`src/rtl/service_window_initiator_if.sv`:
```
// Service-window initiator bundle: supervisor request/response plus responder link.
interface service_window_initiator_if #(
    parameter int unsigned LEN_W = 16
);
    logic             REQ;
    logic [LEN_W-1:0] LEN;
    logic             SWSTAT;
    logic             INIT;
    logic [LEN_W-1:0] SWLEN;
    logic             BUSY;
    logic             ACK;
    logic             ERR;
    logic [1:0]       ERRCODE;
    logic [LEN_W-1:0] ELAPSED;

    // Initiator view: consumes the request and responder status, drives everything else.
    modport master (
        input  REQ, LEN, SWSTAT,
        output INIT, SWLEN, BUSY, ACK, ERR, ERRCODE, ELAPSED
    );

    // Environment view: supervisor plus responder.
    modport slave (
        output REQ, LEN, SWSTAT,
        input  INIT, SWLEN, BUSY, ACK, ERR, ERRCODE, ELAPSED
    );
endinterface

```
`src/rtl/service_window_initiator.sv`:
```
// Initiator side of the service-window link: pulses INIT, then times the window reported
// on SWSTAT and reports ACK or a coded ERR. All outputs come straight from flops.
module service_window_initiator #(
    parameter int unsigned LEN_W      = 16,
    parameter int unsigned INIT_PULSE = 2,
    parameter int unsigned OPEN_TO    = 4,
    parameter int unsigned GUARD      = 4
) (
    input logic                        CLK,
    input logic                        RST,
    service_window_initiator_if.master sw
);
    localparam int unsigned CW = LEN_W + 1;

    localparam logic [CW-1:0] PULSE_C = CW'(INIT_PULSE);
    localparam logic [CW-1:0] OPEN_C  = CW'(OPEN_TO);
    localparam logic [CW-1:0] GUARD_C = CW'(GUARD);

    localparam logic [1:0] CodeNoOpen  = 2'b01;
    localparam logic [1:0] CodeEarly   = 2'b10;
    localparam logic [1:0] CodeTimeout = 2'b11;

    typedef enum logic [1:0] {StIdle, StPulse, StOpenWait, StActive} state_e;

    state_e           state_q, state_d;
    logic [CW-1:0]    cnt_q, cnt_d;
    logic             init_q, init_d;
    logic [LEN_W-1:0] swlen_q, swlen_d;
    logic             busy_q, busy_d;
    logic             ack_q, ack_d;
    logic             err_q, err_d;
    logic [1:0]       errcode_q, errcode_d;
    logic [LEN_W-1:0] elapsed_q, elapsed_d;

    logic [CW-1:0] limit_hi;
    logic [CW-1:0] limit_lo;
    logic [CW-1:0] cnt_inc;

    // Clamp a one-bit-wider count to the reported width.
    function automatic logic [LEN_W-1:0] sat(input logic [CW-1:0] v);
        return v[CW-1] ? {LEN_W{1'b1}} : v[LEN_W-1:0];
    endfunction

    // Window tolerance bounds, one bit wider than SWLEN so neither wraps.
    always_comb begin
        limit_hi = {1'b0, swlen_q} + GUARD_C;
        limit_lo = ({1'b0, swlen_q} >= GUARD_C) ? ({1'b0, swlen_q} - GUARD_C) : '0;
        cnt_inc  = (cnt_q == {CW{1'b1}}) ? cnt_q : cnt_q + 1'b1;
    end

    // Next-state and registered-output logic.
    always_comb begin
        state_d   = state_q;
        cnt_d     = cnt_q;
        init_d    = init_q;
        swlen_d   = swlen_q;
        busy_d    = busy_q;
        ack_d     = 1'b0;
        err_d     = 1'b0;
        errcode_d = errcode_q;
        elapsed_d = elapsed_q;

        unique case (state_q)
            StIdle: begin
                if (sw.REQ) begin
                    swlen_d   = sw.LEN;
                    errcode_d = 2'b00;
                    elapsed_d = '0;
                    busy_d    = 1'b1;
                    init_d    = 1'b0;
                    cnt_d     = CW'(1);
                    state_d   = StPulse;
                end
            end

            StPulse: begin
                if (cnt_q >= PULSE_C) begin
                    init_d  = 1'b1;
                    cnt_d   = '0;
                    state_d = StOpenWait;
                end else begin
                    cnt_d = cnt_q + 1'b1;
                end
            end

            StOpenWait: begin
                if (!sw.SWSTAT) begin
                    cnt_d   = '0;
                    state_d = StActive;
                end else if (cnt_q + 1'b1 >= OPEN_C) begin
                    err_d     = 1'b1;
                    errcode_d = CodeNoOpen;
                    busy_d    = 1'b0;
                    cnt_d     = '0;
                    state_d   = StIdle;
                end else begin
                    cnt_d = cnt_q + 1'b1;
                end
            end

            StActive: begin
                // Close needs SWSTAT=1 and timeout needs SWSTAT=0, so close always wins.
                if (sw.SWSTAT) begin
                    elapsed_d = sat(cnt_q);
                    if (cnt_q < limit_lo) begin
                        err_d     = 1'b1;
                        errcode_d = CodeEarly;
                    end else begin
                        ack_d = 1'b1;
                    end
                    busy_d  = 1'b0;
                    state_d = StIdle;
                end else begin
                    cnt_d = cnt_inc;
                    if (cnt_inc >= limit_hi) begin
                        elapsed_d = sat(cnt_inc);
                        err_d     = 1'b1;
                        errcode_d = CodeTimeout;
                        busy_d    = 1'b0;
                        state_d   = StIdle;
                    end
                end
            end

            default: state_d = StIdle;
        endcase
    end

    // State register; reset parks INIT high so it never pulses low on reset.
    always_ff @(posedge CLK or posedge RST) begin
        if (RST) begin
            state_q   <= StIdle;
            cnt_q     <= '0;
            init_q    <= 1'b1;
            swlen_q   <= '0;
            busy_q    <= 1'b0;
            ack_q     <= 1'b0;
            err_q     <= 1'b0;
            errcode_q <= 2'b00;
            elapsed_q <= '0;
        end else begin
            state_q   <= state_d;
            cnt_q     <= cnt_d;
            init_q    <= init_d;
            swlen_q   <= swlen_d;
            busy_q    <= busy_d;
            ack_q     <= ack_d;
            err_q     <= err_d;
            errcode_q <= errcode_d;
            elapsed_q <= elapsed_d;
        end
    end

    assign sw.INIT    = init_q;
    assign sw.SWLEN   = swlen_q;
    assign sw.BUSY    = busy_q;
    assign sw.ACK     = ack_q;
    assign sw.ERR     = err_q;
    assign sw.ERRCODE = errcode_q;
    assign sw.ELAPSED = elapsed_q;
endmodule

```
`src/flat_wrapper.sv`:
```
// flat-port wrapper written by rule: the top's interface ports become plain ports
module service_window_initiator_flat 
#(
    parameter int unsigned LEN_W      = 16,
    parameter int unsigned INIT_PULSE = 2,
    parameter int unsigned OPEN_TO    = 4,
    parameter int unsigned GUARD      = 4
)
  (CLK, RST, sw_REQ, sw_LEN, sw_SWSTAT, sw_INIT, sw_SWLEN, sw_BUSY, sw_ACK, sw_ERR, sw_ERRCODE, sw_ELAPSED);
  service_window_initiator_if #(.LEN_W(LEN_W)) sw_i ();
  input logic CLK;
  input logic RST;
  input wire logic [$bits(sw_i.REQ)-1:0] sw_REQ;
  input wire logic [$bits(sw_i.LEN)-1:0] sw_LEN;
  input wire logic [$bits(sw_i.SWSTAT)-1:0] sw_SWSTAT;
  output wire logic [$bits(sw_i.INIT)-1:0] sw_INIT;
  output wire logic [$bits(sw_i.SWLEN)-1:0] sw_SWLEN;
  output wire logic [$bits(sw_i.BUSY)-1:0] sw_BUSY;
  output wire logic [$bits(sw_i.ACK)-1:0] sw_ACK;
  output wire logic [$bits(sw_i.ERR)-1:0] sw_ERR;
  output wire logic [$bits(sw_i.ERRCODE)-1:0] sw_ERRCODE;
  output wire logic [$bits(sw_i.ELAPSED)-1:0] sw_ELAPSED;
  assign sw_i.REQ = sw_REQ;
  assign sw_i.LEN = sw_LEN;
  assign sw_i.SWSTAT = sw_SWSTAT;
  assign sw_INIT = sw_i.INIT;
  assign sw_SWLEN = sw_i.SWLEN;
  assign sw_BUSY = sw_i.BUSY;
  assign sw_ACK = sw_i.ACK;
  assign sw_ERR = sw_i.ERR;
  assign sw_ERRCODE = sw_i.ERRCODE;
  assign sw_ELAPSED = sw_i.ELAPSED;
  service_window_initiator #(.LEN_W(LEN_W), .INIT_PULSE(INIT_PULSE), .OPEN_TO(OPEN_TO), .GUARD(GUARD)) u_core (.CLK(CLK), .RST(RST), .sw(sw_i));
endmodule
```
`config.mk`:
```
export PLATFORM = sky130hd
export DESIGN_NAME = service_window_initiator_flat
export DESIGN_NICKNAME = d
export VERILOG_FILES = /design/src/rtl/service_window_initiator_if.sv /design/src/rtl/service_window_initiator.sv /design/src/flat_wrapper.sv
export SDC_FILE = /design/constraint.sdc
export NUM_CORES = 1
export LEC_CHECK = 0
export CAP_MARGIN = 20
export CORE_AREA = 8 8 100 102
export CTS_CLUSTER_DIAMETER = 60
export DETAILED_ROUTE_END_ITERATION = 12
export DIE_AREA = 0 0 108 110
export PLACE_DENSITY = 0.8
export SETUP_SLACK_MARGIN = 0.5
export SYNTH_ARGS = -nofsm -noshare
export SYNTH_HDL_FRONTEND = slang
export SYNTH_SLANG_ARGS = --single-unit
```
`constraint.sdc`:
```
create_clock -name CLK -period 5 [get_ports CLK]
set_input_delay 0.5 -clock CLK [delete_from_list [all_inputs] [get_ports CLK]]
set_output_delay 0.5 -clock CLK [all_outputs]
set_load 0.02 [all_outputs]
```
==> flow_metrics.tcl <==
set metrics [dict create \
    hold_viol 0 \
    synth_top_family_by_area "simple AND/OR/NAND/NOR gates" \
    port_buffers 57 \
    power_density_nw_per_um2 537 \
    setup_tns_ns 0 \
    synth_cells 532 \
    tightestPinTransition_ns 0.778 \
    rows 34 \
    grt_usage 0.251 \
    drt_wl_total_um 14600 \
    worstHoldPathType "flip-flop to flip-flop" \
    drt_first_pass_iters 5 \
    cp.arrival_ns 4.54 \
    final_cells 697 \
    n_antenna_cell 0 \
    synth.mux.area_fraction 0.0779 \
    end_kind "flip-flop" \
    fmax_mhz 231 \
    clk_latency_ns 0.34 \
    vias 4388 \
    fin_crit_ns 4.33 \
    cts_tree "built" \
    rsz0062_at_grt "false" \
    multi_input_area_um2 2950 \
    drc 0 \
    postCtsSetupRepairBufs 0 \
    min_period_over_period 0.867 \
    postLayoutCellArea_um2 5600 \
    grt_start_max_net_pins 58 \
    slew_headroom 0.482 \
    overflow 0 \
    critPathMaxFanout 10 \
    cts-root-buf "clkbuf_8" \
    grt_pass1_wl_um 23200 \
    dp_hpwl_um 11300 \
    async_flop_share 1.00 \
    nNetsFinal 648 \
    p_leak_nw 2.51 \
    nFillCells 719 \
    final_layout_size_suffix_gt1_frac 0.117 \
    synthesis.nets 596 \
    netlist_area_um2 4660 \
    critPathKind "flip-flop to flip-flop" \
    ys.flop_type "dfrtp_1" \
    slew_viol_final 0 \
    hold_slack_ns 0.516 \
    via_per_inst 6.30 \
    p_total_mw 3.01 \
    synth-simple-area-share 0.182 \
    drt_iter0_markers 253 \
    start_util 0.550 \
    maxCapViolations 0 \
    synth-compound-area-share 0.178 \
    cts_max_path_buffers 2 \
    gp_congestion 0.957 \
    synthXorXnorAreaFrac 0.0715 \
    status "finished, final reports clean" \
    place_inst 681 \
    wl_per_cell_um 20.9 \
    cts.sink_count 57 \
    grt_pass1_vias 4289 \
    synth-edff-count 0 \
    fp.dieW_um 108 \
    die_y_um 110 \
    htreeDepth 3 \
    ys_seq_area_frac 0.307 \
    yosys_warnings 0 \
    clk_pin_slew_worst_paths_ns 0.07 \
    core_um2 8470 \
    post-route-util 0.662 \
    antenna_left 0 \
    setup_viol 0 \
    peakVddDrop_mv 0.396 \
    die-area_um2 11900 \
    dp_slack_ns 0.490 \
    io_pins 58 \
    worstPathRequired_ns 5.20 \
    start_kind "flip-flop" \
    dpl_cell_area_um2 5370 \
    register_area_um2 1430 \
    layout_setup_ws_ns 0.665 \
    antenna_found_initial 0 \
    synth-adder-area-share 0.118 \
    yosysUniqueCellTypes 56 \
    ys_ff_latch 57 \
    areaGrowthSynthToFinish_pct 20.3 \
    finalClockSkew_ns 0.0163 \
    synth_area_per_cell_um2 8.75 \
    cts_buffers 9 \
]
[state kept, by name, indices dropped and copies added, names as in the netlist]
name and cells:
u_core.sw.ELAPSED 16, u_core.sw.BUSY 1, u_core.cnt_q 17, u_core.sw.ERRCODE 2
u_core.state_q 2, u_core.sw.ACK 1, u_core.sw.INIT 1, u_core.sw.SWLEN 16
u_core.sw.ERR 1
[metal layers]
layer | track usage | wire length (um) | share of wire
met1 | 0.333 | 6290 | 0.43
met5 | 0 | 0 | 0
met2 | 0.402 | 7040 | 0.48
met3 | 0.0390 | 867 | 0.059
met4 | 0.101 | 405 | 0.028
[worst max-delay path, stage by stage, from the launching register on]
cell      delay (ns)
dfrtp_1         0.51
nand3_1         0.23
nor2_1          0.22
and3_1          0.23
nand3_1         0.12
inv_1           0.09
ha_1            0.20
buf_4           0.17
xor2_1          0.38
ha_1            0.31
nor2b_1         0.10
o21ai_0         0.13
a221oi_2        0.37
o21ai_0         0.21
a211o_1         0.36
nor3b_4         0.21
buf_4           0.23
mux2i_1         0.13
[cell usage after synthesis, types with 4 or more instances]
library cell | count | share of area
a21oi_1 | 30 | 0.032
nor4_1 | 8 | 0.011
dfrtp_1 | 56 | 0.30
o221ai_1 | 14 | 0.026
a22o_1 | 11 | 0.021
o31ai_1 | 4 | 0.0064
nor2_1 | 27 | 0.022
inv_1 | 33 | 0.027
nand2_1 | 54 | 0.044
nand3_1 | 20 | 0.021
ha_1 | 44 | 0.12
mux2i_1 | 16 | 0.034
a211oi_1 | 4 | 0.0064
xnor2_1 | 20 | 0.038
nor3b_1 | 4 | 0.0064
a31oi_1 | 6 | 0.0081
and3_1 | 8 | 0.011
nand4_1 | 9 | 0.012
o21ai_0 | 20 | 0.021
mux2_2 | 18 | 0.044
nor3_1 | 9 | 0.0097
clkbuf_1 | 30 | 0.024
xor2_1 | 18 | 0.034
nand2b_1 | 5 | 0.0067
or3_1 | 11 | 0.015
a21o_1 | 5 | 0.0081
buf_2 | 6 | 0.0064
[repair_timing]
action,4_1_cts,5_1_grt
hold buffers,0,0
resized for setup,0,4
setup endpoints to repair,0,20
[kinds of logic (layout without fill, tap and decap cells)]
group / Yosys count / after routing
adders and majority gates: 44 / 44
xor gates and xnor gates: 38 / 38
muxes: 34 / 34
buffers and inverters: 73 / 130
and+or+nand+nor: 169 / 169
DFF: 57 / 57
AOI/OAI and AO/OA: 117 / 117
[area by class of cell]
cell class                      count  share of cell area
Multi-Input combinational cell    402               0.527
Sequential cell                    57               0.255
Timing Repair Buffer               81               0.134
Tap cell                          108              0.0241
Clock buffer                       11              0.0235
Inverter                           33              0.0221
Clock inverter                      5              0.0145
[power by group]
group	internal, mW	switching [mW]	total, mW
registers	0.615	0.221	0.836
clock network	0.281	0.203	0.484
logic	0.758	0.928	1.69
[path summary, 6_finish.rpt]
kind                                       start                    to  slack, ns  cells past startpoint
worst max register to register  u_core.cnt_q[10]  u_core.sw.ELAPSED[7]       0.67                     17
worst min register to register    u_core.sw.BUSY        u_core.sw.BUSY       0.52                      1
worst max-delay path            u_core.cnt_q[10]  u_core.sw.ELAPSED[7]       0.67                     17
worst min-delay path              u_core.sw.BUSY        u_core.sw.BUSY       0.52                      1
max in group asynchronous                    RST       u_core.cnt_q[7]       3.77                      3
min in group asynchronous                    RST    u_core.sw.SWLEN[2]       0.70                      3
[placed cells by master, fill, tap and decap left out, drive strengths merged, types with 4 or more instances in the layout]
cell type	count
a211oi	5
a22o	11
o221ai	14
nor3b	4
mux2	18
nor3	9
clkdlybuf4s50	57
nand2b	5
a41oi	4
nand2	54
clkbuf	11
a21oi	30
nor4	8
xor2	18
nor2	27
buf	24
or3	11
nand3	20
dfrtp	56
xnor2	20
a31oi	6
o31ai	4
nand4	9
o21ai	20
inv	33
and3	9
mux2i	16
a21o	5
ha	44
Note: power is estimated with default switching activity, not from simulation.
